### src/rtl/core_launcher_pkg.sv
// Shared definitions for the core launcher: FSM state encoding, the
// data-memory address width and the core-reset dwell length.
package core_launch_pkg;
   localparam int AW          = 8;  // data-memory address width
   localparam int RSTC_CYCLES = 2;  // cycles core_reset is held after preload

   typedef enum logic [2:0] {
      IDLE, LOAD, RSTC, REQ, RUN, READ, FIN
   } state_e;
endpackage

### src/rtl/core_launcher_if.sv
// Handshake/bus bundle between the launcher and its environment.
//   ld_*   : preload byte stream into the launcher (valid/ready)
//   core_* : core_reset/req out to the core, done back from it
//   mem_*  : data-memory port (combinational read data)
//   res_*  : result byte stream out of the launcher (valid/ready)
// master = launcher side, slave = host/core/memory side.
interface core_launcher_if;
   import core_launch_pkg::*;

   logic          ld_valid;
   logic [7:0]    ld_data;
   logic          ld_ready;
   logic          core_reset;
   logic          req;
   logic          done;
   logic          mem_own;
   logic          mem_wr_en;
   logic [AW-1:0] mem_addr;
   logic [7:0]    mem_wr_dat;
   logic [7:0]    mem_rd_dat;
   logic          res_valid;
   logic [7:0]    res_data;
   logic          res_ready;

   modport master (
      input  ld_valid, ld_data, done, mem_rd_dat, res_ready,
      output ld_ready, core_reset, req, mem_own, mem_wr_en, mem_addr,
             mem_wr_dat, res_valid, res_data
   );

   modport slave (
      output ld_valid, ld_data, done, mem_rd_dat, res_ready,
      input  ld_ready, core_reset, req, mem_own, mem_wr_en, mem_addr,
             mem_wr_dat, res_valid, res_data
   );
endinterface

### src/rtl/core_launcher_cycle_ctr.sv
// launch_cycle_ctr: clearable, saturating up-counter with enable.
//   clk, reset : clock, synchronous active-high reset
//   clr        : synchronous clear (wins over en)
//   en         : count enable; the count sticks at all-ones
//   cnt        : current count
//   at_limit   : cnt equals LIMIT
module launch_cycle_ctr #(
   parameter int          CW    = 16,
   parameter int unsigned LIMIT = 0
) (
   input  logic          clk,
   input  logic          reset,
   input  logic          clr,
   input  logic          en,
   output logic [CW-1:0] cnt,
   output logic          at_limit
);
   always_ff @(posedge clk) begin
      if (reset || clr)
         cnt <= '0;
      else if (en && (cnt != '1))
         cnt <= cnt + CW'(1);
   end

   assign at_limit = (cnt == CW'(LIMIT));
endmodule

### src/rtl/core_launcher.sv
// core_launcher: host-side initiator for the core req/done handshake.
// Preloads LD_LEN bytes into data memory, holds the core in reset for
// RSTC_CYCLES, pulses req, waits for done (aborting after TIMEOUT RUN
// cycles) and streams RES_LEN result bytes back out.
//   clk, reset        : clock, synchronous active-high reset
//   start             : launch a job (honoured in IDLE only)
//   bus (master)      : preload stream, core handshake, memory port, results
//   busy              : not IDLE
//   job_done          : one-cycle pulse on successful completion
//   timeout           : sticky abort flag, cleared by the next accepted start
//   cycles            : RUN cycle count of the last job
module core_launcher
   import core_launch_pkg::*;
#(
   parameter int LD_BASE  = 0,
   parameter int LD_LEN   = 8,
   parameter int RES_BASE = 64,
   parameter int RES_LEN  = 8,
   parameter int TIMEOUT  = 4095,
   parameter int CW       = 16
) (
   input  logic             clk,
   input  logic             reset,
   input  logic             start,
   core_launcher_if.master  bus,
   output logic             busy,
   output logic             job_done,
   output logic             timeout,
   output logic [CW-1:0]    cycles
);
   // idx is one bit wider than the address so a 256-byte transfer can
   // reach its last index without wrapping into the compare.
   localparam int            IW       = AW + 1;
   localparam logic [IW-1:0] LD_LAST  = IW'(LD_LEN - 1);
   localparam logic [IW-1:0] RES_LAST = IW'(RES_LEN - 1);

   state_e        state, nxt;
   logic [IW-1:0] idx;
   logic          ld_beat, res_beat;
   logic          run_lim, dwell_lim;
   logic [1:0]    dwell_cnt_unused;

   assign ld_beat  = (state == LOAD) && bus.ld_valid;
   assign res_beat = bus.res_valid && bus.res_ready;

   launch_cycle_ctr #(.CW(CW), .LIMIT(TIMEOUT)) u_run_ctr (
      .clk      (clk),
      .reset    (reset),
      .clr      ((state == IDLE) && start),
      .en       (state == RUN),
      .cnt      (cycles),
      .at_limit (run_lim)
   );

   // Dwell counter sits at zero outside RSTC, so RSTC lasts LIMIT+1 cycles.
   launch_cycle_ctr #(.CW(2), .LIMIT(RSTC_CYCLES - 1)) u_dwell_ctr (
      .clk      (clk),
      .reset    (reset),
      .clr      (state != RSTC),
      .en       (state == RSTC),
      .cnt      (dwell_cnt_unused),
      .at_limit (dwell_lim)
   );

   always_comb begin
      nxt = state;
      case (state)
         IDLE: if (start) nxt = (LD_LEN == 0) ? RSTC : LOAD;
         LOAD: if (ld_beat && (idx == LD_LAST)) nxt = RSTC;
         RSTC: if (dwell_lim) nxt = REQ;
         REQ:  nxt = RUN;
         // done beats the timeout when both land in the same cycle
         RUN:  if (bus.done)    nxt = (RES_LEN == 0) ? FIN : READ;
               else if (run_lim) nxt = IDLE;
         READ: if (res_beat && (idx == RES_LAST)) nxt = FIN;
         FIN:  nxt = IDLE;
         default: nxt = IDLE;
      endcase
   end

   // State, index and all state-derived outputs are registered from nxt,
   // so they change together on the clock edge.
   always_ff @(posedge clk) begin
      if (reset) begin
         state          <= IDLE;
         idx            <= '0;
         timeout        <= 1'b0;
         busy           <= 1'b0;
         job_done       <= 1'b0;
         bus.core_reset <= 1'b1;
         bus.req        <= 1'b0;
         bus.ld_ready   <= 1'b0;
         bus.mem_own    <= 1'b0;
         bus.res_valid  <= 1'b0;
      end else begin
         state <= nxt;
         case (state)
            IDLE: if (start) begin
               idx     <= '0;
               timeout <= 1'b0;
            end
            LOAD: if (ld_beat) idx <= idx + IW'(1);
            RUN:  if (bus.done) idx <= '0;
                  else if (run_lim) timeout <= 1'b1;
            READ: if (res_beat) idx <= idx + IW'(1);
            default: ;
         endcase
         busy           <= (nxt != IDLE);
         job_done       <= (nxt == FIN);
         // core stays in reset while memory is being preloaded
         bus.core_reset <= (nxt == IDLE) || (nxt == LOAD) || (nxt == RSTC);
         bus.req        <= (nxt == REQ);
         bus.ld_ready   <= (nxt == LOAD);
         bus.mem_own    <= (nxt == LOAD) || (nxt == READ);
         bus.res_valid  <= (nxt == READ);
      end
   end

   assign bus.mem_wr_en  = ld_beat;
   assign bus.mem_wr_dat = (state == LOAD) ? bus.ld_data : '0;
   assign bus.mem_addr   = (state == LOAD) ? AW'(LD_BASE)  + idx[AW-1:0] :
                           (state == READ) ? AW'(RES_BASE) + idx[AW-1:0] : '0;
   assign bus.res_data   = (state == READ) ? bus.mem_rd_dat : '0;
endmodule
### src/flat_wrapper.sv
// flat-port wrapper written by rule: the top's interface ports become plain ports
module core_launcher_flat import core_launch_pkg::*;
#(
   parameter int LD_BASE  = 0,
   parameter int LD_LEN   = 8,
   parameter int RES_BASE = 64,
   parameter int RES_LEN  = 8,
   parameter int TIMEOUT  = 4095,
   parameter int CW       = 16
)
  (clk, reset, start, busy, job_done, timeout, cycles, bus_ld_valid, bus_ld_data, bus_done, bus_mem_rd_dat, bus_res_ready, bus_ld_ready, bus_core_reset, bus_req, bus_mem_own, bus_mem_wr_en, bus_mem_addr, bus_mem_wr_dat, bus_res_valid, bus_res_data);
  core_launcher_if bus_i ();
  input  logic clk;
  input  logic reset;
  input  logic start;
  output logic busy;
  output logic job_done;
  output logic timeout;
  output logic [CW-1:0] cycles;
  input wire logic [$bits(bus_i.ld_valid)-1:0] bus_ld_valid;
  input wire logic [$bits(bus_i.ld_data)-1:0] bus_ld_data;
  input wire logic [$bits(bus_i.done)-1:0] bus_done;
  input wire logic [$bits(bus_i.mem_rd_dat)-1:0] bus_mem_rd_dat;
  input wire logic [$bits(bus_i.res_ready)-1:0] bus_res_ready;
  output wire logic [$bits(bus_i.ld_ready)-1:0] bus_ld_ready;
  output wire logic [$bits(bus_i.core_reset)-1:0] bus_core_reset;
  output wire logic [$bits(bus_i.req)-1:0] bus_req;
  output wire logic [$bits(bus_i.mem_own)-1:0] bus_mem_own;
  output wire logic [$bits(bus_i.mem_wr_en)-1:0] bus_mem_wr_en;
  output wire logic [$bits(bus_i.mem_addr)-1:0] bus_mem_addr;
  output wire logic [$bits(bus_i.mem_wr_dat)-1:0] bus_mem_wr_dat;
  output wire logic [$bits(bus_i.res_valid)-1:0] bus_res_valid;
  output wire logic [$bits(bus_i.res_data)-1:0] bus_res_data;
  assign bus_i.ld_valid = bus_ld_valid;
  assign bus_i.ld_data = bus_ld_data;
  assign bus_i.done = bus_done;
  assign bus_i.mem_rd_dat = bus_mem_rd_dat;
  assign bus_i.res_ready = bus_res_ready;
  assign bus_ld_ready = bus_i.ld_ready;
  assign bus_core_reset = bus_i.core_reset;
  assign bus_req = bus_i.req;
  assign bus_mem_own = bus_i.mem_own;
  assign bus_mem_wr_en = bus_i.mem_wr_en;
  assign bus_mem_addr = bus_i.mem_addr;
  assign bus_mem_wr_dat = bus_i.mem_wr_dat;
  assign bus_res_valid = bus_i.res_valid;
  assign bus_res_data = bus_i.res_data;
  core_launcher #(.LD_BASE(LD_BASE), .LD_LEN(LD_LEN), .RES_BASE(RES_BASE), .RES_LEN(RES_LEN), .TIMEOUT(TIMEOUT), .CW(CW)) u_core (.clk(clk), .reset(reset), .start(start), .bus(bus_i), .busy(busy), .job_done(job_done), .timeout(timeout), .cycles(cycles));
endmodule
### config.mk
export PLATFORM = sky130hd
export DESIGN_NAME = core_launcher_flat
export DESIGN_NICKNAME = d
export VERILOG_FILES = /design/src/rtl/core_launcher_pkg.sv /design/src/rtl/core_launcher_if.sv /design/src/rtl/core_launcher_cycle_ctr.sv /design/src/rtl/core_launcher.sv /design/src/flat_wrapper.sv
export SDC_FILE = /design/constraint.sdc
export NUM_CORES = 1
export LEC_CHECK = 0
export BUFFER_PORTS_ARGS = -buffer_cell sky130_fd_sc_hd__buf_2
export CORE_ASPECT_RATIO = 0.5
export CORE_UTILIZATION = 45
export CTS_CLUSTER_DIAMETER = 120
export DETAILED_ROUTE_END_ITERATION = 7
export GPL_TIMING_DRIVEN = 0
export HOLD_SLACK_MARGIN = 0.08
export PLACE_DENSITY = 0.77
export SYNTH_ARGS = -nofsm -noshare
export SYNTH_HDL_FRONTEND = slang
export SYNTH_SLANG_ARGS = --single-unit
### constraint.sdc
create_clock -name clk -period 5.7 [get_ports clk]
set_clock_uncertainty 0.1 [all_clocks]
set_input_delay 0.57 -clock clk [delete_from_list [all_inputs] [get_ports clk]]
set_output_delay 0.57 -clock clk [all_outputs]
set_load 0.01 [all_outputs]
# Word-level counts from Yosys, hierarchy flattened

Cells that the tools add are included.

$add $sub $neg: 4
Eq/ne operators: 22
Mux-type cells: 20
Reduce and logical (&&, ||, !) cells: 19

Operators with widths:

| cell                  | number |
|---|---|
| $mux 9                | 4 |
| $pmux 9 s4            | 1 |
| $mux 8                | 4 |
| $mux 3                | 6 |
| $pmux 3 s6            | 1 |
| $add 16x1->16 const B | 1 |
| $eq 16x12->1 const B  | 1 |
| $ne 16x16->1 const B  | 1 |
| $eq 3x2->1 const B    | 4 |
| $eq 3x3->1 const B    | 4 |
| $add 9x1->9 const B   | 1 |
| $eq 9x3->1 const B    | 1 |
| $add 7x8->8 const A   | 1 |
| $ne 2x2->1 const B    | 4 |
| $logic_and 1x1->1     | 7 |
| $eq 3x1->1 const B    | 2 |
| $logic_not 3->1       | 2 |
| $ne 2x1->1 const B    | 3 |
| $logic_or 1x1->1      | 5 |
| $reduce_and 5->1      | 1 |
| $reduce_and 4->1      | 1 |
| $reduce_bool 4->1     | 1 |
| $mux 1                | 3 |
| $ne 3x2->1 const B    | 1 |
| other kinds (5)       | 5 |

Flip-flop bits (word level): 38
Input port bits: 22
Output and inout bits: 49
Logic and storage cells: 77

# Longest topological paths before layout

Gate-level depths: netlist (run 1).

Word-level depth: 8
Depth in mapped cells: 7

# By module

A second synthesis (run 1) with hierarchy kept.

Cells, all modules: 262
Area total of the unflattened synthesis: 2228.4 µm²

Modules (own cells, without submodules):

| module                                | instances | cells an instance | area each (µm²) | sequential area each (µm²) |
|---|---|---|---|---|
| core_launcher                         | 1         | 149               | 1228.7          | 400.4 |
| launch_cycle_ctr (u_core.u_run_ctr)   | 1         | 103               | 882.1           | 320.3 |
| launch_cycle_ctr (u_core.u_dwell_ctr) | 1         | 10                | 117.6           | 40.0 |

# Worst setup path after synthesis (run 1)

Ideal clock, no wire load.

Path type: reg2reg
Start: register u_core.u_run_ctr.cnt[0]
End: register u_core.bus.ld_ready
Setup time: 73 ps
Data arrival time: 1817 ps
Required time: 5527 ps
Slack: 3710 ps
Stages on the path, launching flop included: 6
Buffers on the path: 0
Period minus slack after synthesis: 1990 ps
Path through: dfxtp_1 -> ha_1 -> nand3_1 -> or4_4 -> o32ai_4 -> nor3b_2

Word-level cells in the longest chain between the ends: 5

RTL lines:

| what                     | RTL line                      | source |
|---|---|---|
| start: declaration       | core_launcher_cycle_ctr.sv:15 | `output logic [CW-1:0] cnt,` |
| start signal: assignment | core_launcher_cycle_ctr.sv:22 | `cnt <= cnt + CW'(1);` |
| $eq 16x12->1             | core_launcher_cycle_ctr.sv:25 | `assign at_limit = (cnt == CW'(LIMIT));` |
| $mux 3                   | core_launcher.sv:74           | `else if (run_lim) nxt = IDLE;` |
| $mux 3                   | core_launcher.sv:73           | `RUN: if (bus.done) nxt = (RES_LEN == 0) ? FIN : READ;` |
| $pmux 3 s6               | core_launcher.sv:67           | `case (state)` |
| $eq 3x1->1               | core_launcher.sv:113          | `bus.ld_ready <= (nxt == LOAD);` |
| end signal: assignment   | core_launcher.sv:113          |  |
| end: declaration         | core_launcher_if.sv:27        | `output ld_ready, core_reset, req, mem_own, mem_wr_en, mem_addr,` |

Every way passes these cells.
A chain may end at the register's enable or synchronous reset.

# Final worst setup path (run 1)

Start: register u_core.state[0]
End: output bus_res_data[6]

Word-level cells in the longest chain between the ends: 2

RTL lines:

| what                     | RTL line             | source |
|---|---|---|
| start: declaration       | core_launcher.sv:37  | `state_e state, nxt;` |
| start signal: assignment | core_launcher.sv:96  | `state <= nxt;` |
| $eq 3x3->1               | core_launcher.sv:123 | `assign bus.res_data = (state == READ) ? bus.mem_rd_dat : '0;` |
| $mux 8                   | core_launcher.sv:123 |  |
| end: declaration         | flat_wrapper.sv:33   | `output wire logic [$bits(bus_i.res_data)-1:0] bus_res_data;` |

Every way passes these cells.

==> results of run 1 <==
==> metrics by stage <==
| step | cell area, sq um | utilization, % | instances | hold WS, ps |
|---|---|---|---|---|
| 2_1_floorplan | 2130 | - | 253 | 347 |
| 6_report | 2630 | 58.8 | 387 | 382 |
| 5_1_grt | 2630 | 58.8 | 387 | 395 |
| 4_1_cts | 2630 | 58.8 | 387 | 379 |
| 3_5_place_dp | 2550 | 57.0 | 380 | 371 |
| 3_3_place_gp | 2550 | 57.0 | 380 | 367 |
==> synthesized netlist by cell type, types with 2 or more instances <==
| library cell | number | share of area (%) |
|---|---|---|
| inv_1 | 8 | 1.4 |
| or3_1 | 6 | 1.8 |
| nor3_1 | 6 | 1.4 |
| a2bb2oi_1 | 2 | 0.82 |
| a21o_1 | 2 | 0.71 |
| and3_1 | 14 | 4.1 |
| and4_1 | 2 | 0.82 |
| a211oi_1 | 3 | 1.1 |
| dfxtp_1 | 38 | 36 |
| a21oi_1 | 24 | 5.7 |
| ha_1 | 6 | 3.5 |
| o211ai_1 | 2 | 0.71 |
| o21ai_0 | 10 | 2.4 |
| o21a_1 | 4 | 1.4 |
| nor3b_1 | 2 | 0.71 |
| mux2i_1 | 2 | 0.94 |
| nor3b_2 | 2 | 1.2 |
| nand2b_1 | 3 | 0.88 |
| nand2_1 | 10 | 1.8 |
| clkbuf_1 | 12 | 2.1 |
| nor2_1 | 11 | 1.9 |
| and2_1 | 15 | 4.4 |
| nand3_1 | 8 | 1.9 |
| nor2b_1 | 2 | 0.59 |
| or4_1 | 16 | 5.7 |
| nand4_1 | 8 | 2.4 |
| xor2_1 | 2 | 0.82 |
| o31ai_1 | 14 | 4.9 |
==> worst paths after layout <==
path / cells past startpoint / start / end / slack (ps)
max reg2reg: 6 / u_core.u_run_ctr.cnt[0] / u_core.u_run_ctr.cnt[1] / 3270
min: 2 / u_core.idx[8] / u_core.idx[8] / 380
min reg2reg: 2 / u_core.idx[8] / u_core.idx[8] / 380
max: 5 / u_core.state[0] / bus_res_data[6] / 2980
==> worst max-delay path, delay by kind of cell (launching register included) <==
family	cells	cell delay, ps
buf+inv	3	680
flops	1	420
simple gates	2	650
==> layout make-up <==
| class | instances | area [sq um] |
|---|---|---|
| Multi-Input combinational cell | 193 | 1280 |
| Fill cell | 400 | 1840 |
| Clock inverter | 2 | 10.0 |
| Buffer | 14 | 57.6 |
| Inverter | 8 | 30.0 |
| Tap cell | 57 | 71.3 |
| Clock buffer | 5 | 68.8 |
| Timing Repair Buffer | 70 | 350 |
| Sequential cell | 38 | 761 |
==> metal layers <==
metal	share of wire, %	track usage, %	routed length (microns)
met1	45	27.1	2380
met2	47	38.3	2480
met3	6.4	5.01	339
met4	1.2	7.60	65
met5	0	0	0
==> cell families (layout without fill, tap and decap cells) <==
| logic type | Yosys count | in the layout |
|---|---|---|
| mux | 3 | 3 |
| simple gates | 112 | 112 |
| flops | 38 | 38 |
| fa+ha+maj | 6 | 6 |
| compound gates | 69 | 69 |
| xor+xnor | 3 | 3 |
| buf+inv | 22 | 99 |
==> sequential cells by signal (all words and copies together) (netlist names) <==
name	flops
u_core.bus.core_reset	1
u_core.bus.ld_ready	1
u_core.bus.mem_own	1
u_core.bus.req	1
u_core.bus.res_valid	1
u_core.busy	1
u_core.idx	9
u_core.job_done	1
u_core.state	3
u_core.timeout	1
u_core.u_dwell_ctr.cnt	2
u_core.u_run_ctr.cnt	16
==> report_power, final <==
part	total (mW)	internal, mW	switching (mW)
Sequential	0.272	0.270	0.00248
Clock	0.178	0.0821	0.0961
Combinational	0.0595	0.0232	0.0363
Total	0.510	0.375	0.135
==> cell usage in the layout (no fill, tap or decap), types with 3 or more instances in the layout <==
cell	Yosys	layout
a21oi_1	24	24
inv_1	8	8
nor2_1	11	11
ha_1	6	6
and3_1	14	14
dfxtp_1	38	38
nand2b_1	3	3
or3_1	6	6
buf_2	1	71
clkbuf_8	0	5
o31ai_1	14	14
nor3_1	6	6
o21ai_0	10	10
nand3_1	8	8
nand2_1	10	10
o21a_1	4	4
or4_1	16	16
and2_1	15	15
clkbuf_1	12	12
nand4_1	8	8
a211oi_1	3	3
==> results by group, run 1 <==
STA
  • Final Setup Violations: 0
  • Final max-slew violation count: 0
  • Final worst-path cycle share: 47.7%
  • Setup TNS: 0 ps
  • Worst setup margin: 2980 ps
  • RSZ-0062 raised after global routing: no
  • Final Hold Vio Count: 0
  • Slew margin rel.: 47.9%
  • Worst slew pin tran: 774 ps
  • Highest Clock Rate: 368 MHz
  • Tmin final: 2720 ps

Placement
  • GPL Wtd Cong: 0.848
  • Post-DP HPWL: 3980 microns
  • Worst slack at placement: 3300 ps
  • Input/output buffers: 70

Clock tree
  • Htree depth: 2
  • Clock slew at reported path FFs: 70 ps
  • Resize count post-CTS: 0
  • CTS tree: done
  • Num Clock Sinks: 38
  • CTS Hold Bufs: 0
  • CTS root buf: clkbuf_8
  • Buffer depth of the longest clock path: 2
  • Clock latency on the worst-skew pair: 300 ps
  • Setup bufs post-CTS: 0
  • Num CTS Buffers: 5

Die
  • Top Ports: 71
  • CORE AREA: 4470 sq um
  • Horiz. Die Dim: 99.2 microns
  • Die area: 5020 sq um
  • Number of cell rows: 17
  • Initial cell density of the core: 47.6%
  • Die Span Y: 50.6 microns

Synth
  • Syn Nets: 281
  • Synthesized flop and latch total: 38
  • Largest family of logic cells by synthesized area: simple AND/OR/NAND/NOR gates
  • Mapped Area: 2130 sq um
  • Synth Area in Compound Gates: 21.7%
  • Syn Area/Cell: 8.40 sq um
  • Post-synth EDFFs: 0
  • Post-synthesis simple-gate area fraction: 32.2%
  • Asr flop ratio synth: 0%
  • Mapped Cells: 253
  • Main flop type after synthesis: dfxtp_1
  • Synth Area in XOR/XNOR: 1.24%
  • Netlist cell types: 47
  • Multiplexer share of the synthesized area: 1.47%
  • Post-Synth Adder-Cell Area: 3.53%
  • Sequential cell area fraction in the yosys report: 35.8%
  • Ys Warns: 0

Worst setup path
  • Slowest cell on crit path: dfxtp_1
  • Maximum fanout along the worst path: 10
  • Critical path startpoint category: flop
  • Crit path kind: reg2out
  • Worst EP required: 5030 ps
  • CP arrival: 2050 ps
  • Worst path max stage delay: 420 ps
  • CP cell instances: buf_4 > nor2b_1 > clkbuf_1 > and3_1 > buf_2
  • CP Capture Type: primary output

Detailed routing
  • Post-route DRC: 0
  • Detailed Route WL: 5270 microns
  • Vias per inst: 5.85
  • WL/cell: 13.6 microns
  • ANT nets after route: 0
  • DRT iter0 DRCs: 115
  • DR vias: 2263
  • Initial DRT Pass Iterations: 4

Pwr
  • Pwr dens: 194 nW/um^2
  • Pleak: 1.13 nW
  • VDD IR max: 0.000103 V
  • Total Power: 510 uW

GRT
  • GRT Resource Usage Total: 22.0%
  • First-pass GRT wire length: 8590 microns
  • GRT overflow: 0
  • Largest net degree at the start of global routing: 12
  • Initial antenna violation count: 0
  • Number of global-route vias before repair: 1869

Finish
  • ANT cells: 0
  • Post-layout nets: 358
  • Layout cells sized above 1: 26.7%
  • Area growth syn-to-layout: 23.5%

Min path
  • HP Class: reg2reg

Flow run
  • # Max-Cap Violations: 0

Status
  • Status: finished clean
Power figures use the tool's default switching activity.
==> run 2: changes to the inputs <==
--- a/config.mk
+++ b/config.mk
@@ -5,6 +5,7 @@
 export SDC_FILE = /design/constraint.sdc
 export NUM_CORES = 1
 export LEC_CHECK = 0
+export ABC_AREA = 1
 export BUFFER_PORTS_ARGS = -buffer_cell sky130_fd_sc_hd__buf_2
 export CORE_ASPECT_RATIO = 0.5
 export CORE_UTILIZATION = 45
@@ -12,7 +13,7 @@
 export DETAILED_ROUTE_END_ITERATION = 7
 export GPL_TIMING_DRIVEN = 0
 export HOLD_SLACK_MARGIN = 0.08
-export PLACE_DENSITY = 0.77
+export PLACE_DENSITY = 0.78
 export SYNTH_ARGS = -nofsm -noshare
 export SYNTH_HDL_FRONTEND = slang
 export SYNTH_SLANG_ARGS = --single-unit
==> constraint.sdc (replaced) <==
create_clock -name clk -period 2.2 [get_ports clk]
set_clock_uncertainty 0.1 [all_clocks]
set_input_delay 0.22 -clock clk [delete_from_list [all_inputs] [get_ports clk]]
set_output_delay 0.22 -clock clk [all_outputs]
set_load 0.01 [all_outputs]
==> results by group, run 2 <==
Status
  • Status: finished clean

STA
  • RSZ-0062 raised after global routing: no
  • WHS: 117 ps
  • Setup TNS: 0 ps
  • Slew margin rel.: 67.3%
  • Tmin final: 1960 ps
  • Worst slew pin tran: 491 ps
  • Highest Clock Rate: 510 MHz
  • Final max-slew violation count: 0
  • Final Hold Vio Count: 0
  • Final Setup Violations: 0
  • Worst setup margin: 239 ps
  • Final worst-path cycle share: 89.1%

Die
  • CORE AREA: 4950 sq um
  • Top Ports: 71
  • Initial cell density of the core: 47.2%
  • Die Span Y: 53 microns
  • Die area: 5510 sq um
  • Horiz. Die Dim: 104 microns
  • Number of cell rows: 18

Clock tree
  • Setup bufs post-CTS: 0
  • CTS tree: done
  • Clock slew at reported path FFs: 70 ps
  • Buffer depth of the longest clock path: 2
  • Num CTS Buffers: 5
  • Htree depth: 2
  • Num Clock Sinks: 38
  • CTS root buf: clkbuf_8
  • Clock latency on the worst-skew pair: 290 ps
  • Resize count post-CTS: 0

Synth
  • Main flop type after synthesis: dfxtp_1
  • Post-synth EDFFs: 0
  • Mapped Area: 2340 sq um
  • Asr flop ratio synth: 0%
  • Area contributors post-synth: dfxtp_1, nand2_1, nor2_1
  • Post-synth top cells: nand2_1, nor2_1, inv_1
  • Netlist cell types: 26
  • Top cell type by total area after synthesis: dfxtp_1
  • Mapped Cells: 385
  • Ys Warns: 0
  • Most frequent cell after synthesis: nand2_1
  • Post-synth top area share: 32.5%
  • Syn Nets: 413
  • Sequential cell area fraction in the yosys report: 32.5%
  • Synthesized flop and latch total: 38
  • Syn Area/Cell: 6.08 sq um

Finish
  • ANT cells: 0
  • Filler cells: 519
  • Post-layout nets: 491
  • Fin area: 2880 sq um
  • Final Util: 58.1%
  • Biggest regs: u_core.u_run_ctr.cnt x16, u_core.idx x9, u_core.state x3
  • Area growth syn-to-layout: 23.0%
  • Most frequent cells in the layout: nand2_1, nor2_1, buf_2
  • Register Area: 761 sq um
  • Biggest register: u_core.u_run_ctr.cnt
  • Area of the multi-input gates: 1320 sq um
  • Commonest non-fill, non-tap cell in the layout: nand2_1
  • Max reg flops: 16
  • Final Non-Filler Cells: 534
  • Layout cells sized above 1: 20.3%

Detailed routing
  • Vias per inst: 4.71
  • DR vias: 2513
  • DRT iter0 DRCs: 100
  • Initial DRT Pass Iterations: 4
  • Detailed Route WL: 5470 microns
  • Post-route DRC: 0
  • ANT nets after route: 0
  • WL/cell: 10.2 microns

GRT
  • Largest net degree at the start of global routing: 12
  • GRT Resource Usage Total: 20.8%
  • First-pass GRT wire length: 9160 microns
  • Initial antenna violation count: 0
  • Number of global-route vias before repair: 2151
  • GRT overflow: 0

Pwr
  • Sequential Power Share: 52.6%
  • VDD IR max: 0.000242 V
  • Pwr dens: 469 nW/um^2
  • Psw: 346 uW
  • Cell-internal power: 1.00 mW
  • Clock Power Share: 37.0%
  • Pleak: 1.41 nW
  • Net Sw Frac: 25.7%
  • Logic pwr share: 10.4%
  • Total Power: 1.35 mW

Placement
  • GPL Wtd Cong: 0.877
  • Placed cell count: 525
  • Input/output buffers: 70
  • Post-DP HPWL: 4200 microns
  • Worst slack at placement: 356 ps
  • Placed Area: 2780 sq um

Worst setup path
  • Critical path startpoint category: flop
  • CP Capture Type: primary output
  • CP arrival: 1640 ps
  • FF-to-FF setup slack: 330 ps
  • Worst EP required: 1880 ps
  • Crit path kind: reg2out
  • Maximum fanout along the worst path: 10

Flow run
  • # Max-Cap Violations: 0

Min path
  • HP Class: in2reg
-- run 2: changes by cell type after synthesis, sizes merged, moves of 8 or more --
cell | previous run | this run
nand2 | 10 | 111
nor2 | 11 | 76
inv | 8 | 59
or4 | 17 | 0
and2 | 15 | 0
nand3 | 8 | 23
and3 | 14 | 0
o31ai | 14 | 0
clkbuf | 12 | 4
-- run 2: worst paths after layout --
kind | start | end | cells after the start
worst max register to register | u_core.u_run_ctr.cnt[0] | u_core.u_run_ctr.cnt[9] | 10
worst min register to register | u_core.timeout | u_core.timeout | 2
worst max-delay path | u_core.state[2] | bus_mem_addr[7] | 5
worst min-delay path | bus_done | u_core.timeout | 4
-- run 2: metal layers --
metal | GRT usage, % | wire length (microns) | vias up
li1 | - | - | 1347
met1 | 25.6 | 2710 | 1100
met2 | 37.2 | 2460 | 59
met3 | 3.94 | 225 | 7
met4 | 7.38 | 72 | 0
met5 | 0 | 0 | -
-- run 2: cell type report --
cell class / instances / share of cell area (%)
inverter: 59 / 7.69
tap: 70 / 3.04
buffer: 7 / 1.26
sequential: 38 / 26.4
multi-input combinational: 281 / 45.9
clock buffer: 7 / 3.00
timing repair buffer: 71 / 12.5
clock inverter: 1 / 0.174
-- run 2: kinds of logic after synthesis --
logic type	after synthesis	synth area share [%]
AND/OR/NAND/NOR	223	40.1
buffers and inverters	66	11.0
AO/OA/AOI/OAI	41	9.03
flip-flops	38	32.5
XOR/XNOR	11	4.12
adder cells (fa/ha/maj)	6	3.21
-- run 2: power by group through the flow --
stage               Clock (mW)  Sequential (mW)  Combinational [mW]
finish                   0.500            0.710               0.140
global route             0.537            0.711               0.160
CTS                      0.513            0.710               0.141
detailed placement           0            0.726               0.139
global placement             0            0.726               0.137
floorplan                    0            0.727              0.0813
-- run 2: critical path, cell delays in order (launching register included) --
cell,delay [ps]
dfxtp_1,430
inv_1,170
nand3_1,130
clkbuf_1,340
o21ai_0,130
buf_2,150
-- run 2: what timing repair did --
| action | 4_1_cts | 5_1_grt |
|---|---|---|
| hold buffers | 1 | 0 |
| hold endpoints to repair | 1 | 0 |
| setup endpoints to repair | 0 | 0 |
==> run 3: changes to the inputs <==
--- a/config.mk
+++ b/config.mk
@@ -8,12 +8,13 @@
 export ABC_AREA = 1
 export BUFFER_PORTS_ARGS = -buffer_cell sky130_fd_sc_hd__buf_2
 export CORE_ASPECT_RATIO = 0.5
-export CORE_UTILIZATION = 45
+export CORE_UTILIZATION = 47
 export CTS_CLUSTER_DIAMETER = 120
 export DETAILED_ROUTE_END_ITERATION = 7
 export GPL_TIMING_DRIVEN = 0
 export HOLD_SLACK_MARGIN = 0.08
-export PLACE_DENSITY = 0.78
+export PLACE_DENSITY = 0.81
+export REMOVE_ABC_BUFFERS = 1
 export SYNTH_ARGS = -nofsm -noshare
 export SYNTH_HDL_FRONTEND = slang
 export SYNTH_SLANG_ARGS = --single-unit
==> results by group, run 3 (synthesized netlist as in run 2, its figures left out) <==
Worst setup path
  • Worst EP required: 2320 ps
  • CP arrival: 2040 ps
  • Critical path startpoint category: flop
  • Slowest cell on crit path: dfxtp_1
  • R2r worst-path depth: 9
  • CP Capture Type: flop
  • Worst path max stage delay: 420 ps
  • Maximum fanout along the worst path: 15
  • Crit path kind: reg2reg
  • CP cell instances: ha_1 > inv_1 > nor2_2 > nand2_1 > inv_1 > nand3_2 > nand2_2 > nand2_1 > a21oi_1

Finish
  • Biggest register: u_core.u_run_ctr.cnt
  • Max reg flops: 16
  • ANT cells: 0
  • Final Non-Filler Cells: 522
  • Post-layout nets: 483
  • Biggest regs: u_core.u_run_ctr.cnt x16, u_core.idx x9, u_core.state x3
  • Most frequent cells in the layout: nand2_1, nor2_1, buf_2
  • Area growth syn-to-layout: 21.0%
  • Commonest non-fill, non-tap cell in the layout: nand2_1
  • Layout cells sized above 1: 20.2%

GRT
  • GRT Resource Usage Total: 21.6%
  • Number of global-route vias before repair: 2024
  • GRT overflow: 0
  • First-pass GRT wire length: 8930 microns
  • Largest net degree at the start of global routing: 17
  • Initial antenna violation count: 0

Detailed routing
  • ANT nets after route: 0
  • Detailed Route WL: 5410 microns
  • DR vias: 2415
  • Post-route DRC: 0
  • Vias per inst: 4.63
  • DRT iter0 DRCs: 80
  • WL/cell: 10.4 microns
  • Initial DRT Pass Iterations: 4

Min path
  • Min-Delay Path Depth: 4
  • HP Class: in2reg

STA
  • Final max-slew violation count: 0
  • Final Setup Violations: 0
  • Highest Clock Rate: 520 MHz
  • RSZ-0062 raised after global routing: no
  • Slew margin rel.: 57.7%
  • Tmin final: 1920 ps
  • WHS: 114 ps
  • Final worst-path cycle share: 87.5%
  • Final Hold Vio Count: 0
  • Worst slew pin tran: 635 ps
  • Setup TNS: 0 ps
  • Worst setup margin: 275 ps

Die
  • Horiz. Die Dim: 102 microns
  • Number of cell rows: 17
  • Initial cell density of the core: 51.0%
  • Die area: 5280 sq um
  • Top Ports: 71
  • Die Span Y: 51.9 microns
  • CORE AREA: 4590 sq um

Pwr
  • Total Power: 1.36 mW
  • Pwr dens: 479 nW/um^2
  • Pleak: 1.39 nW
  • VDD IR max: 0.000320 V

Status
  • Status: finished clean

Clock tree
  • Clock latency on the worst-skew pair: 290 ps
  • Resize count post-CTS: 0
  • Num CTS Buffers: 5
  • Setup bufs post-CTS: 0
  • CTS Hold Bufs: 0
  • Buffer depth of the longest clock path: 2
  • Htree depth: 2
  • CTS tree: done
  • Clock slew at reported path FFs: 80 ps
  • CTS root buf: clkbuf_8
  • Num Clock Sinks: 38

Placement
  • Placed cell count: 514
  • Input/output buffers: 70
  • Post-DP HPWL: 4000 microns
  • GPL Wtd Cong: 0.835
  • Worst slack at placement: 309 ps

Flow run
  • # Max-Cap Violations: 0
[run 3: critical path: cells and delay by family (launching register included)]
| family | cells | cell delay, ps |
|---|---|---|
| AO/OA/AOI/OAI | 1 | 160 |
| adder cells (fa/ha/maj) | 1 | 270 |
| buffers and inverters | 2 | 180 |
| flip-flops | 1 | 420 |
| AND/OR/NAND/NOR | 5 | 720 |
[run 3: routing by layer]
metal	vias up	routed length, microns	track usage [%]
met5	-	0	0
met3	5	244	4.70
met2	43	2510	37.7
met1	1041	2630	27.2
met4	0	31	6.19
li1	1326	-	-
[run 3: power by group]
group,total [mW],leakage [nW],internal (mW),switching [mW]
clock,0.512,0.0472,0.252,0.259
sequential,0.710,0.308,0.699,0.0111
combinational,0.135,1.03,0.0489,0.0863
total,1.36,1.39,1.00,0.357
[run 3: area by class of cell]
cell class                 count  area, sq um
inverter                      59          221
sequential                    38          761
timing repair buffer          70          350
clock buffer                   6         82.6
multi-input combinational    281         1320
fill                         481         1760
tap                           66         82.6
clock inverter                 2         12.5
[run 3: final timing paths]
kind | from | endpoint | slack (ps)
worst max register to register | u_core.u_run_ctr.cnt[0] | u_core.u_run_ctr.cnt[5] | 280
worst max-delay path | u_core.u_run_ctr.cnt[0] | u_core.u_run_ctr.cnt[5] | 280
worst min register to register | u_core.timeout | u_core.timeout | 350
worst min-delay path | bus_done | u_core.timeout | 110
[run 3: per-stage QoR]
| step | util [%] | cell area, sq um |
|---|---|---|
| 6_report | 61.7 | 2830 |
| 5_1_grt | 61.7 | 2830 |
| 4_1_cts | 61.7 | 2830 |
| 3_5_place_dp | 59.6 | 2740 |
| 2_1_floorplan | - | 2300 |
| 3_3_place_gp | 59.6 | 2740 |
